### src/rtl/msg_pkg.sv
// Greeting text, control characters and state encodings shared by the UART message sender.
// Constants and a byte-select helper only; there is no timing and no flow control.
package msg_pkg;

    localparam int MSG_TEXT_LEN = 13;

    localparam logic [7:0] MSG_TEXT [MSG_TEXT_LEN] = '{
        8'h48, 8'h65, 8'h6C, 8'h6C, 8'h6F, 8'h2C, 8'h20,
        8'h57, 8'h6F, 8'h72, 8'h6C, 8'h64, 8'h21
    };

    localparam logic [7:0] CHAR_CR = 8'h0D;
    localparam logic [7:0] CHAR_LF = 8'h0A;

    typedef logic [1:0] top_state_t;
    localparam top_state_t TOP_IDLE      = 2'd0;
    localparam top_state_t TOP_SEND      = 2'd1;
    localparam top_state_t TOP_WAIT_BYTE = 2'd2;
    localparam top_state_t TOP_FINISH    = 2'd3;

    typedef logic [1:0] tx_state_t;
    localparam tx_state_t TX_IDLE  = 2'd0;
    localparam tx_state_t TX_START = 2'd1;
    localparam tx_state_t TX_DATA  = 2'd2;
    localparam tx_state_t TX_STOP  = 2'd3;

    // Positions past the text map to CR then LF; callers never index beyond the message length.
    function automatic logic [7:0] msg_byte(input logic [3:0] idx);
        if (idx < 4'(MSG_TEXT_LEN))
            return MSG_TEXT[idx];
        else if (idx == 4'(MSG_TEXT_LEN))
            return CHAR_CR;
        else
            return CHAR_LF;
    endfunction

endpackage

### src/rtl/msg_uart_tx_if.sv
// Control and serial-line bundle of the UART message sender.
// Pure wiring; start is accepted only while the sender is idle.
interface msg_uart_tx_if;
    logic       start;
    logic       busy;
    logic       done;
    logic       txd;
    logic [3:0] char_idx;

    modport master (output start, input busy, done, txd, char_idx);
    modport slave  (input start, output busy, done, txd, char_idx);
endinterface

### src/rtl/uart_tx_byte.sv
// 8N1 byte serialiser, LSB first; txd follows load by one cycle, frame lasts 10*CLKS_PER_BIT cycles.
// No backpressure: frame_done marks the last stop-bit cycle so a new load may land on the same edge.
module uart_tx_byte
    import msg_pkg::*;
#(
    parameter int CLKS_PER_BIT = 434
) (
    input  logic       clk,
    input  logic       rst,
    input  logic       load,
    input  logic [7:0] data,
    output logic       txd,
    output logic       frame_done
);

    localparam int CW = $clog2(CLKS_PER_BIT);
    localparam logic [CW-1:0] BAUD_MAX = CW'(CLKS_PER_BIT - 1);

    tx_state_t     state;
    logic [CW-1:0] baud_cnt;
    logic [3:0]    bit_cnt;
    logic [7:0]    shreg;
    logic          bit_end;

    assign bit_end    = (baud_cnt == BAUD_MAX);
    assign frame_done = (state == TX_STOP) && bit_end;

    always_ff @(posedge clk) begin
        if (rst) begin
            state    <= TX_IDLE;
            baud_cnt <= '0;
            bit_cnt  <= '0;
            shreg    <= '0;
            txd      <= 1'b1;
        end else if (load) begin
            state    <= TX_START;
            baud_cnt <= '0;
            bit_cnt  <= '0;
            shreg    <= data;
            txd      <= 1'b0;
        end else if (state != TX_IDLE) begin
            if (!bit_end) begin
                baud_cnt <= baud_cnt + 1'b1;
            end else begin
                baud_cnt <= '0;
                case (state)
                    TX_START: begin
                        state   <= TX_DATA;
                        bit_cnt <= 4'd1;
                        txd     <= shreg[0];
                        shreg   <= shreg >> 1;
                    end
                    TX_DATA: begin
                        bit_cnt <= bit_cnt + 4'd1;
                        // bit_cnt 8 is the MSB; the stop bit follows it
                        if (bit_cnt == 4'd8) begin
                            state <= TX_STOP;
                            txd   <= 1'b1;
                        end else begin
                            txd   <= shreg[0];
                            shreg <= shreg >> 1;
                        end
                    end
                    TX_STOP: begin
                        state   <= TX_IDLE;
                        bit_cnt <= '0;
                        txd     <= 1'b1;
                    end
                    default: state <= TX_IDLE;
                endcase
            end
        end
    end

endmodule

### src/rtl/msg_uart_tx.sv
// Sends the greeting (optionally + CR LF) once per start; txd start bit one cycle after start is taken.
// start is ignored while busy; done pulses one cycle after the final stop bit ends.
module msg_uart_tx
    import msg_pkg::*;
#(
    parameter int CLKS_PER_BIT = 434,
    parameter bit APPEND_CRLF  = 1'b1
) (
    input  logic          clk,
    input  logic          rst,
    msg_uart_tx_if.slave  bus
);

    localparam int MSG_LEN = APPEND_CRLF ? MSG_TEXT_LEN + 2 : MSG_TEXT_LEN;
    localparam logic [3:0] LAST_IDX = 4'(MSG_LEN - 1);

    top_state_t state;
    logic [3:0] idx;
    logic       busy_r;
    logic       done_r;
    logic       frame_done;
    logic       launch_first;
    logic       launch_next;
    logic       load;
    logic [7:0] load_data;

    assign launch_first = (state == TOP_IDLE) && bus.start;
    assign launch_next  = (state == TOP_WAIT_BYTE) && frame_done && (idx != LAST_IDX);
    assign load         = launch_first || launch_next;
    assign load_data    = msg_byte(launch_first ? 4'd0 : idx + 4'd1);

    uart_tx_byte #(
        .CLKS_PER_BIT (CLKS_PER_BIT)
    ) u_byte (
        .clk        (clk),
        .rst        (rst),
        .load       (load),
        .data       (load_data),
        .txd        (bus.txd),
        .frame_done (frame_done)
    );

    always_ff @(posedge clk) begin
        if (rst) begin
            state  <= TOP_IDLE;
            idx    <= '0;
            busy_r <= 1'b0;
            done_r <= 1'b0;
        end else begin
            done_r <= 1'b0;
            case (state)
                TOP_IDLE: begin
                    if (bus.start) begin
                        state  <= TOP_WAIT_BYTE;
                        idx    <= '0;
                        busy_r <= 1'b1;
                    end
                end
                TOP_WAIT_BYTE: begin
                    // idx advances on the same edge the next start bit is launched
                    if (frame_done) begin
                        if (idx != LAST_IDX) begin
                            idx <= idx + 4'd1;
                        end else begin
                            state  <= TOP_FINISH;
                            idx    <= '0;
                            busy_r <= 1'b0;
                            done_r <= 1'b1;
                        end
                    end
                end
                TOP_FINISH, TOP_SEND: state <= TOP_IDLE;
                default:              state <= TOP_IDLE;
            endcase
        end
    end

    assign bus.busy     = busy_r;
    assign bus.done     = done_r;
    assign bus.char_idx = idx;

endmodule

### src/flat_wrapper.sv
// flat-port wrapper written by rule: the top's interface ports become plain ports
module msg_uart_tx_flat import msg_pkg::*;
#(
    parameter int CLKS_PER_BIT = 434,
    parameter bit APPEND_CRLF  = 1'b1
)
  (clk, rst, bus_start, bus_busy, bus_done, bus_txd, bus_char_idx);
  msg_uart_tx_if bus_i ();
  input  logic clk;
  input  logic rst;
  input wire logic [$bits(bus_i.start)-1:0] bus_start;
  output wire logic [$bits(bus_i.busy)-1:0] bus_busy;
  output wire logic [$bits(bus_i.done)-1:0] bus_done;
  output wire logic [$bits(bus_i.txd)-1:0] bus_txd;
  output wire logic [$bits(bus_i.char_idx)-1:0] bus_char_idx;
  assign bus_i.start = bus_start;
  assign bus_busy = bus_i.busy;
  assign bus_done = bus_i.done;
  assign bus_txd = bus_i.txd;
  assign bus_char_idx = bus_i.char_idx;
  msg_uart_tx #(.CLKS_PER_BIT(CLKS_PER_BIT), .APPEND_CRLF(APPEND_CRLF)) u_core (.clk(clk), .rst(rst), .bus(bus_i));
endmodule
### config.mk
export PLATFORM = sky130hd
export DESIGN_NAME = msg_uart_tx_flat
export DESIGN_NICKNAME = d
export VERILOG_FILES = /design/src/rtl/msg_pkg.sv /design/src/rtl/msg_uart_tx_if.sv /design/src/rtl/uart_tx_byte.sv /design/src/rtl/msg_uart_tx.sv /design/src/flat_wrapper.sv
export SDC_FILE = /design/constraint.sdc
export NUM_CORES = 1
export LEC_CHECK = 0
export CORE_MARGIN = 2
export CORE_UTILIZATION = 40
export CTS_BUF_LIST = sky130_fd_sc_hd__clkbuf_8 sky130_fd_sc_hd__clkbuf_16
export DETAILED_ROUTE_END_ITERATION = 10
export PLACE_DENSITY = 0.59
export REMOVE_ABC_BUFFERS = 1
export SLEW_MARGIN = 30
export SYNTH_ARGS = -nofsm -noshare
export SYNTH_HDL_FRONTEND = slang
export SYNTH_SLANG_ARGS = --single-unit
### constraint.sdc
create_clock -name clk -period 3.09 [get_ports clk]
set_clock_uncertainty 0.2 [all_clocks]
set_input_delay 0.618 -clock clk [delete_from_list [all_inputs] [get_ports clk]]
set_output_delay 0.618 -clock clk [all_outputs]
set_load 0.005 [all_outputs]
Yosys cells after proc, flatten, opt, wreduce, memory -nomap -nowiden. Memories as Yosys holds them, arrays and structs flattened. Index checks and enable logic that the tools add are counted.

Register bits: 32. Memory bits (read-only): 128. Bits of input ports: 3. Output and inout bits: 7. Word-level logic and storage cells: 94. Memories: 1.

$add $sub $neg: 3. Magnitude comparators: 2. Equality and inequality tests: 16. Mux-type cells: 35. Bitwise operators: 3. Reduce and logical (&&, ||, !) cells: 24.

Memories: (name not given) (words 16, bits a word 8, rd ports 1, clocked after memory_dff 0, wr ports 0, line msg_pkg.sv:30) `return MSG_TEXT[idx];`.

Operators by type and width (count): $mux W8 (7); $reduce_and A3 Y1 (6); $mux W4 (4); $pmux W8 S2 (1); $pmux W4 S3 (1); $mux W1 (11); $add A9 B1 Y9 const B (1); $eq A9 B9 Y1 const B (1); $mux W9 (1); $add A4 B1 Y4 const B (2); $eq A2 B2 Y1 const B (4); $eq A4 B4 Y1 const B (2); $mux W2 (4); $pmux W4 S2 (1); $reduce_and A4 Y1 (2); $reduce_bool A2 Y1 (4); $ne A2 B2 Y1 const B (3); $ne A3 B2 Y1 const B (2); $pmux W2 S3 (1); $reduce_bool A3 Y1 (2); $ge A5 B5 Y1 const B (1); $not A4 Y5 (1); $eq A2 B1 Y1 const B (2); $logic_and A1 B1 Y1 (4); other kinds (13) (15).

Depth between registers and ports, before layout.
Word-level depth: 9. Gate-level depth with buffers: 10. Mapped depth without buffers: 10.

Cells and area by module. A second synthesis with hierarchy kept.

Cell total of the unflattened synthesis: 240. Area, all modules: 2055.7 um^2.

Modules (own cells, without submodules): uart_tx_byte (instances 1, cells each 150, area each 1323.8 um^2, sequential area each 480.5 um^2); msg_uart_tx (instances 1, cells each 90, area each 732.0 um^2, sequential area each 160.2 um^2).

Worst setup path after synthesis. Ideal clock, no wire load.

Path type: input to register. Start point: input port bus_start. End point: register u_core.u_byte.shreg[3]. Setup time: 96 ps. Arrival: 2363 ps. Required time: 2794 ps. Setup slack: 432 ps. Stages on the path: 10. Path buffers: 1. Cells stage by stage: or3b_2 -> clkbuf_1 -> nand2_1 -> inv_1 -> ha_1 -> nor2_1 -> o21ai_0 -> nor4_1 -> nor3_1 -> a221oi_1.

Cells in the longest elaborated chain, start to end: 8. Elaborated cells on any way between the ends: 15. Classes of those cells: 1 x order compare; 1 x eq/ne; 5 x mux; 1 x bitwise; 6 x reduce/logical; 1 x memory.

Ends and longest elaborated chain: start: declaration (line flat_wrapper.sv:11) `input wire logic [$bits(bus_i.start)-1:0] bus_start;`; $logic_and A1 B1 Y1 * (line msg_uart_tx.sv:27) `assign launch_first = (state == TOP_IDLE) && bus.start;`; $mux W4 (line msg_uart_tx.sv:30) `assign load_data = msg_byte(launch_first ? 4'd0 : idx + 4'd1);`; $not A4 Y5 (implied by the code) (line msg_pkg.sv:30); $mem_v2 Z16 W8; $mux W8 (implied by the code) (2 in series) (line msg_pkg.sv:30); $mux W8 (line msg_pkg.sv:29) `if (idx < 4'(MSG_TEXT_LEN))`; $mux W8 (line uart_tx_byte.sv:35) `end else if (load) begin`; end signal: assignment (line uart_tx_byte.sv:39) `shreg <= data;`; end signal: assignment (line uart_tx_byte.sv:51) `shreg <= shreg >> 1;`; end signal: assignment (line uart_tx_byte.sv:61) `shreg <= shreg >> 1;`; end: declaration (line uart_tx_byte.sv:22) `logic [7:0] shreg;`.

Mark *: on every way between the ends. The rest lies on a longest branch, timed or not. The select of a mux whose other input is x is not followed. A chain may end at the register's enable or synchronous reset.

Final worst setup path. Ends and elaborated chain as after synthesis.

==> results <==
- The final layout contains routed wiring with a total length of between 4000 and 5000 um.
- The number of maximum-capacitance violations is 0.
- The final critical path takes up between 80% and 90% of the cycle.
- The post-layout minimum cycle time is 2780 ps.
- Setup violations remaining at the end of the flow were counted as 0.
- Once placement finished, the instance area stood at 2150 um2.
- The share of cells above drive strength 1 is 10.9%.
- Of all nets on the critical path, the largest fanout is 4.
- The net count reported at finish is 267.
- The largest family of logic cells by synthesized area is simple AND/OR/NAND/NOR gates.
- 10 I/O pins were placed.
- From bottom edge to top edge, the die measures between 70 and 80 um.
- Across the VDD grid, the largest voltage drop is between 0.2 and 0.3 mV.
- The actual slew at the worst max-slew pin is 765 ps.
- In this run the number of H-tree levels came out at 2.
- The first routing iteration left 78 violations.
- Of the total synthesized cell area, the portion taken by full adders, half adders and majority gates is between 10% and 20%.
- The fraction of the yosys area taken by sequential cells is 31.3%.
- The class of the most critical setup path is in -> reg.
- The cell area power density is 419 nW/um2.
- Dividing the detail-routed via count by the number of cells gives 5.27.
- Measured along the x axis, the die boundary spans about 74 um.
- The total of hold buffers inserted after clock tree synthesis is 0.
- The number of clock buffers added by TritonCTS is 5.
- Averaged over all synthesized cells, the footprint is 8.41 um2.
- The total number of vias is between 1500 and 2000.
- The xor and xnor area share after synthesis is 4.85%.
- Across all setup checks in the final design, the least slack found is 311 ps.
- The multiplexer share of the synthesized area is roughly 3.1%.
- Of the total power, the share spent switching nets is between 20% and 30%.
- The overflow left after global routing is 0.
- The post-cts resize count is 0.
- The routability congestion estimate from global placement is 0.843.
- The clock transition at the registers of the reported paths is about 70 ps.
- Summed over all cells, the static leakage comes to 0.846 nW.
- The count of flip-flops with a built-in enable after synthesis is 0.
- STA classifies the critical path endpoint as a register.
- For this run, design rule violations remaining after detail routing come to 0.
- The mapped netlist covers 1990 um2.
- The number of antenna violations at the first check in global routing came to 0.
- Entering global routing, the biggest net connects 16 pins.
- The number of warning messages in the yosys log is 0.
- Synthesis handed over a netlist of about 240 instances.
- STA classifies the critical path startpoint as an input pin.
- The simple-gate share of the synthesized area is approximately a quarter.
- Counting flops with an async set or reset pin after synthesis yields a share of 0%.
- At the worst endpoint, the arrival time is approximately 2800 ps.
- Leaving out fill and tap cells, the most frequent cells in the layout are 31 x sky130_fd_sc_hd__dfxtp_1, 24 x sky130_fd_sc_hd__nor2_1, 17 x sky130_fd_sc_hd__ha_1.
- In this run, the combinational gates consume 11.8% of the power.
- The clock net in this run drives a total of 31 sinks.
- The final hold violation count came to 0.
- The TritonCTS clock tree is built.
- STA puts the critical path data required time at 3070 ps.
- The via count of the first global-routing pass was 1581.
- Per report_power, the clock group accounts for 43.6% of the total.
- In this run the remaining antenna-violating nets after routing total 0.
- In the global route stage, overall resource usage came out at 17.4%.
- The reported net switching power is around 230 uW.
- Once the floorplan was initialized, standard cells occupied 41.8% of the core.
- The HPWL after detailed placement is approximately 3100 um.
- The internal portion of the total power is 723 uW.
- The tree is rooted in a sky130_fd_sc_hd__clkbuf_8.
- The number of port buffers is 9.
- The die covers 5540 um2.
- The standard cell core area is 4750 um2.
- From synthesis to final layout, the design area changed by 14.1%.
- After detailed routing, the average wire length per cell comes to 13.0 um.
- Setup repair after global routing left no endpoint under its margin.
- The max-slew violation count is 0.
- After routing, the total negative slack on setup checks comes to 0 ps.
- Counting the fill cells in the layout gives between 400 and 500.
- For this run, the top clock speed supported by timing is about 360 MHz.
- The number of core rows is 25.
- The worst-case headroom to the max-slew limit is 48.5%.
- The path class of the tightest hold or removal check is reg -> reg.
- Total power for the finished layout comes to around 950 uW.
- The area share of the largest cell type after synthesis is between 30% and 40%.
- The share of the synthesized area in compound gates (AO/OA/AOI/OAI) is 19.7%.
- The first global-routing pass estimated 7440 um of wire.
- The synthesized design spends more area on one cell type than any other, namely sky130_fd_sc_hd__dfxtp_1.
- The count of buffers added by post-CTS timing repair for setup is 0.
- The finished cells cover 2270 um2.
- The flow ran to the end, and the final reports show no timing, DRC or antenna violations.
- The library cell used most frequently in the layout, excluding fill and tap cells, is sky130_fd_sc_hd__dfxtp_1.
- The repair_antennas step left the layout with diodes totalling 0.
- The maximum clock insertion buffer count is 2.
- At the later pin of the worst-skew pair, clock insertion delay measures 280 ps.
- The commonest register cell after synthesis is sky130_fd_sc_hd__dfxtp_1.
- The final cell utilization of the core is 47.7%.
- By area the synthesized netlist is led by sky130_fd_sc_hd__dfxtp_1 31%, sky130_fd_sc_hd__ha_1 11%, sky130_fd_sc_hd__nor2_1 4.5%.
- Of the total power, registers draw between 40 and 50%.
- Yosys mapped the design onto 53 distinct sky130hd cell types.
- After synthesis the netlist holds a flip-flop and latch count of 31.
- Before CTS, the worst setup slack after placement is 52.0 ps.
- The first-pass iteration count of the detailed router is 4.
-- path summary, 6_finish.rpt --
path	cells past startpoint	end	slack [ps]	startpoint
setup / recovery	10	u_core.u_byte.shreg[3]$_SDFFE_PP0P_	310	bus_start
hold / removal	2	u_core.u_byte.shreg[6]$_SDFFE_PP0P_	270	u_core.u_byte.shreg[6]$_SDFFE_PP0P_
setup reg to reg	10	u_core.u_byte.shreg[3]$_SDFFE_PP0P_	420	u_core.bus.char_idx[0]$_SDFFE_PP0P_
hold reg to reg	2	u_core.u_byte.shreg[6]$_SDFFE_PP0P_	270	u_core.u_byte.shreg[6]$_SDFFE_PP0P_
-- per-layer routing --
layer	part of all wire (%)	wire [um]	vias up	global-route usage, %
li1	-	-	862	-
met1	52	2120	756	24.4
met2	43	1760	41	25.7
met3	4.9	202	2	5.28
met4	0.54	22	0	5.36
met5	0	0	-	0
-- cells in the mapped netlist, types with 3 or more instances --
library cell	n
sky130_fd_sc_hd__a31oi_1	4
sky130_fd_sc_hd__dfxtp_1	31
sky130_fd_sc_hd__nor2b_1	4
sky130_fd_sc_hd__nor2_1	24
sky130_fd_sc_hd__nand3_1	7
sky130_fd_sc_hd__o31ai_1	3
sky130_fd_sc_hd__nor4_1	5
sky130_fd_sc_hd__buf_2	3
sky130_fd_sc_hd__a21oi_1	15
sky130_fd_sc_hd__and2_1	6
sky130_fd_sc_hd__inv_1	16
sky130_fd_sc_hd__xnor2_1	9
sky130_fd_sc_hd__mux2i_1	5
sky130_fd_sc_hd__nand2_1	15
sky130_fd_sc_hd__o211ai_1	3
sky130_fd_sc_hd__nor3_1	6
sky130_fd_sc_hd__o21ai_0	11
sky130_fd_sc_hd__clkbuf_1	5
sky130_fd_sc_hd__ha_1	17
-- critical path: stages --
cell                              delay (ps)
sky130_fd_sc_hd__clkdlybuf4s50_1         500
sky130_fd_sc_hd__or3b_2                  460
sky130_fd_sc_hd__nand2_1                 100
sky130_fd_sc_hd__inv_1                    70
sky130_fd_sc_hd__ha_1                    220
sky130_fd_sc_hd__nor2_1                  100
sky130_fd_sc_hd__o21ai_0                 110
sky130_fd_sc_hd__nor4_1                  220
sky130_fd_sc_hd__nor3_1                   80
sky130_fd_sc_hd__a221oi_1                280
-- registers in the layout, indices dropped and copies added (netlist names) --
register / flops
u_core.bus.busy: 1
u_core.bus.char_idx: 4
u_core.bus.done: 1
u_core.state: 2
u_core.u_byte.baud_cnt: 9
u_core.u_byte.bit_cnt: 4
u_core.u_byte.shreg: 7
u_core.u_byte.state: 2
u_core.u_byte.txd: 1
-- cell families after synthesis --
| group | after synthesis |
|---|---|
| AND/OR/NAND/NOR | 90 |
| AO/OA/AOI/OAI | 55 |
| flip-flops | 31 |
| buffers and inverters | 26 |
| adder cells (fa/ha/maj) | 17 |
| XOR/XNOR | 11 |
| multiplexers | 6 |
-- area by class of cell --
type                            count  area [um2]  share of cell area [%]
Timing Repair Buffer               14         128                    5.63
Sequential cell                    31         621                    27.4
Inverter                           16        60.1                    2.65
Clock buffer                        6        82.6                    3.64
Multi-Input combinational cell    179        1260                    55.4
Clock inverter                      2        35.0                    1.55
Tap cell                           67        83.8                    3.70
-- power groups by stage --
stage / Clock (mW) / Combinational [mW] / Sequential (mW)
CTS: 0.427 / 0.112 / 0.424
global placement: 0 / 0.111 / 0.433
global route: 0.449 / 0.126 / 0.426
floorplan: 0 / 0.0736 / 0.430
detailed placement: 0 / 0.112 / 0.433
finish: 0.414 / 0.112 / 0.424
-- through the flow --
step	hold WS (ps)	std cells
after floorplan	236	226
after global placement	257	307
after detailed placement	261	307
after CTS	270	315
after global routing	302	315
final	269	315
No activity file was read; power rests on OpenSTA's default activity.
==> patch 1 (config.mk and constraints unchanged) <==
`APPEND_CRLF` is set to 1'b1 in 2 places; all go to 1'b0.
--- a/src/rtl/msg_uart_tx.sv
+++ b/src/rtl/msg_uart_tx.sv
@@ -4,7 +4,7 @@
     import msg_pkg::*;
 #(
     parameter int CLKS_PER_BIT = 434,
-    parameter bit APPEND_CRLF  = 1'b1
+    parameter bit APPEND_CRLF  = 1'b0
 ) (
     input  logic          clk,
     input  logic          rst,
--- a/src/flat_wrapper.sv
+++ b/src/flat_wrapper.sv
@@ -2,7 +2,7 @@
 module msg_uart_tx_flat import msg_pkg::*;
 #(
     parameter int CLKS_PER_BIT = 434,
-    parameter bit APPEND_CRLF  = 1'b1
+    parameter bit APPEND_CRLF  = 1'b0
 )
   (clk, rst, bus_start, bus_busy, bus_done, bus_txd, bus_char_idx);
   msg_uart_tx_if bus_i ();
Behaviour: same outputs for any inputs over 10 cycles, from zero or initial values and one cycle with rst high; that may be too few to reach the edited logic, so the function may still have changed.
==> patch 1 against the unedited design <==
- total power increased by 0.79%
- sequential cell count unchanged
- routed wire length increased by 0.41%
- global-route usage decreased by 0.96 points
- highest routed layer unchanged
- worst setup slack improved by 0.089 ns
- largest power group is now the clock network
- synthesized area decreased by 1.4%
- final cell count unchanged
- cell area increased by 0.50%
- via count increased by 0.24%
==> patch 1: results (changes against the unedited design) <==
Worst setup path
  – R2R setup slack: 0.60 ns (+0.18 ns)
  – FF-to-FF path depth: 9 (-1)
  – CP endpoint: u_core.u_byte.shreg[4]
  – Max stage delay cell, worst path: or3b_2
  – Crit-path max cell delay: 0.50 ns (about the same)
  – Crit path DAT: 2.67 ns (-0.09 ns)
  – CP delay by family, top: simple AND/OR/NAND/NOR gates
  – RR Endpoint: u_core.u_byte.shreg[2]
  – Critical Path Source: bus_start
  – Worst r2r src: u_core.bus.char_idx[0]

Global route
  – Initial antenna violation count: 0 (unchanged)
  – GRT met2 Usage: 0.270 (+0.0132)
  – Largest net degree at the start of global routing: 15 (-1)
  – First-pass GRT wire length: 7020 um (-5.7%)
  – Global routing usage on met1: 0.211 (-0.0330)
  – Vias in the first global route: 1529 (-3.3%)
  – M3 GR Usage: 0.0339 (-0.0190)
  – All-Layer GR Usage: 0.164 (-0.00956)

Synthesis
  – Synthesized cell area: 1960 um2 (-1.4%)
  – Cells after Synth: 233 (-1.3%)
  – Post-synth top cells: dfxtp_1 (31), nor2_1 (25), ha_1 (17), a21oi_1 (15), nand2_1 (15)
  – Seq/Total Area, Yosys: 0.317 (+0.00460)
  – Yosys reg bits: 31 (unchanged)
  – Yosys cell types: 48 (-9.4%)
  – Ys async rst share: 0 (unchanged)
  – Synth area leaders: dfxtp_1 (32%), ha_1 (11%), nor2_1 (4.8%)
  – Yosys warning count: 0 (unchanged)

Run status
  – Status: finished, final reports clean

STA
  – Fin Hold WS: 0.274 ns (+0.00481 ns)
  – Max transition margin: 0.614 (+0.129)
  – Part of the cycle the worst path needs: 0.871 (-0.0287)

Detailed routing
  – Router iterations before antenna repair: 5 (+1)
  – DR vias/cell: 5.29 (+0.24%)
  – Post-Route WL: 4130 um (+0.41%)
  – Routed WL per cell: 13.1 um (+0.41%)
  – Starting DRT DRC Count: 64 (-18%)

Place
  – Worst slack, placed: 0.100 ns (+0.0482 ns)
  – Dpl cell area: 2160 um2 (+0.52%)
  – Detailed Place HPWL: 3050 um (-0.76%)
  – GPL Wtd Cong: 0.775 (-8.2%)

Worst hold path
  – Min-delay src: u_core.u_byte.shreg[6]

CTS
  – Clock buffer depth: 2 (unchanged)
  – Clk Latency, worst-skew pair: 0.29 ns

Cells and area
  – Signal buf overhead: 0.0725 (+0.0162)
  – Synthesis-to-finish area growth: 16.4%
  – Fraction of area in multi-input gates: 0.548 (-0.00603)
  – Register fraction of the total cell area: 0.273 (-0.00135)
  – Final clock-cell share: 0.0516 (-0.000257)
  – Layout filler cell count: 458 (-7.3%)
  – Buffers excl. clock: 19 (+5)
  – Clkbuf count: 6 (unchanged)
  – Proportion of layout cells with a drive suffix above 1: 0.0968 (-0.0121)
  – Non-Clock Inverter Count: 11 (-5)

Power and ir drop
  – VDD IR-drop max: 0.250 mV (-14%)
  – Lkg Pwr: 0.000920 uW (+8.9%)
## patch 1: changes by cell type after synthesis, moves of 3 or more
cell and delta:
nor4_1 -3, a31oi_1 -3, mux2i_1 +4, and3_1 +3, o211ai_1 -3, clkbuf_1 +5
and2_1 -3, inv_1 -5
## patch 1: cells by family after synthesis
group                      share of synthesized area
and+or+nand+nor                                0.273
AOI/OAI and AO/OA                              0.161
DFF                                            0.317
buffers and inverters                         0.0448
adders and majority gates                      0.109
xor gates and xnor gates                      0.0492
muxes                                         0.0460
## patch 1: where the power goes
part	internal [uW]	leakage, uW	switching (uW)	total (uW)
Sequential	413	0.000253	9.71	422
Combinational	53.4	0.000607	56.8	110
Clock	261	0.0000612	164	425
Total	727	0.000920	231	958
## patch 1: metal layers
metal / routed length [um] / share of wire
met5: 0 / 0
met4: 62 / 0.015
met3: 105 / 0.025
met2: 1950 / 0.47
met1: 2010 / 0.49
==> patch 2 (same settings) <==
Made on the original files. Make the reset (`rst`) asynchronous in 2 clocked blocks.
--- a/src/rtl/uart_tx_byte.sv
+++ b/src/rtl/uart_tx_byte.sv
@@ -25,7 +25,7 @@
     assign bit_end    = (baud_cnt == BAUD_MAX);
     assign frame_done = (state == TX_STOP) && bit_end;
 
-    always_ff @(posedge clk) begin
+    always_ff @(posedge clk or posedge rst) begin
         if (rst) begin
             state    <= TX_IDLE;
             baud_cnt <= '0;
--- a/src/rtl/msg_uart_tx.sv
+++ b/src/rtl/msg_uart_tx.sv
@@ -40,7 +40,7 @@
         .frame_done (frame_done)
     );
 
-    always_ff @(posedge clk) begin
+    always_ff @(posedge clk or posedge rst) begin
         if (rst) begin
             state  <= TOP_IDLE;
             idx    <= '0;
Behaviour: differs if rst is asserted again (counterexample within 4 cycles, from zero or initial values and one cycle with rst high); with rst held inactive, the same outputs for 10 cycles.
==> patch 2 against the unedited design <==
- critical path depth down 2
- critical endpoint is now u_core.u_byte.shreg[1]
- sequential cell count did not move
- worst setup slack better by 0.22 ns
- count of clock-buffer cells in the layout shrank 1
- global-route usage fell by 1.2 points
- first-iteration DRC count shrank 23%
- hold slack better by 0.027 ns
- cell area up 0.55%
- core utilization shrank 2.5 points
- routed wire length increased by 2.7%
- synthesized area increased by 4.4%
Power is not compared: it rests on default switching activity, and its combinational part moved more than twofold at a synthesized area within 25%.
==> patch 2: results (changes against the unedited design) <==
Run status
  – Status: finished, final reports clean

Detailed routing
  – DR WL met3: 117 um (-42%)
  – Routed WL per cell: 14.1 um (+7.8%)
  – Wl on met1: 2100 um (-1.4%)

Global route
  – First-pass GRT wire length: 7650 um (+2.9%)
  – All-Layer GR Usage: 0.162 (-0.0121)
  – M3 GR Usage: 0.0367 (-0.0161)

Synthesis
  – Yosys cell types: 51 (-3.8%)
  – Mean Syn Cell Area: 9.42 um2 (+12%)
  – Main flop type after synthesis: dfrtp_1
  – Seq/Total Area, Yosys: 0.375 (+0.0622)
  – Post-synth top cells: dfrtp_1 (30), nor2_1 (18), ha_1 (16), nand2_1 (14)
  – Synth area leaders: dfrtp_1 (36%), ha_1 (9.7%), mux2i_1 (3.9%)
  – Synth Area in Adders: 0.0966 (-0.0106)
  – Xor-xnor portion of the synthesized cell area: 0.0416 (-0.00688)

Worst hold path
  – Hold-critical path endpoint: u_core.state[1]
  – Min-delay src: u_core.state[0]

STA
  – Max transition margin: 0.482 (-0.00298)

Cells and area
  – Register fraction of the total cell area: 0.341 (+0.0671)
  – Layout filler cell count: 498 (+0.81%)
  – Multi-input logic area: 1170 um2 (-6.5%)
  – Post-Layout Cell Count: 300 (-4.8%)
  – Final clock-cell share: 0.0357 (-0.0162)

Die
  – Die area: 5780 um2 (+4.2%)

Place
  – Detailed Place HPWL: 2930 um (-4.9%)
  – Placed Instances: 292 (-4.9%)
  – GPL Wtd Cong: 0.883 (+4.6%)
  – Dpl cell area: 2200 um2 (+2.3%)

Worst setup path
  – Worst r2r src: u_core.bus.char_idx[0]
  – CP endpoint: u_core.u_byte.shreg[1]
  – Crit path DAT: 2.56 ns (-0.20 ns)
## patch 2: cell types whose count changed in the layout (fill, tap and decap cells not counted), sizes merged, moves of 3 or more
cell,delta
dfxtp,-31
dfrtp,+30
nand3,+8
nor2,-6
xnor2,-6
nor4,-5
and2,-4
xor2,+4
a211o,-3
a221oi,-3
mux2i,+3
nand4,+3
o211ai,-3
## patch 2: power by group through the flow
stage / clock network [uW] / logic [uW] / registers (uW)
floorplan: 0 / 211 / 529
global placement: 0 / 270 / 545
detailed placement: 0 / 272 / 543
CTS: 314 / 273 / 539
global route: 333 / 312 / 551
finish: 305 / 272 / 539
## patch 2: per-stage QoR
step                 util  hold WS [ns]
detailed placement  0.436         0.284
floorplan               -         0.256
global placement    0.436         0.278
global route        0.452         0.319
finish              0.452         0.296
CTS                 0.452         0.298
## patch 2: worst max-delay path: stages
cell	delay, ns
clkdlybuf4s50_1	0.45
nor3b_1	0.18
nor2_1	0.19
inv_1	0.14
ha_1	0.28
or3_1	0.35
a21o_1	0.18
a22oi_1	0.16
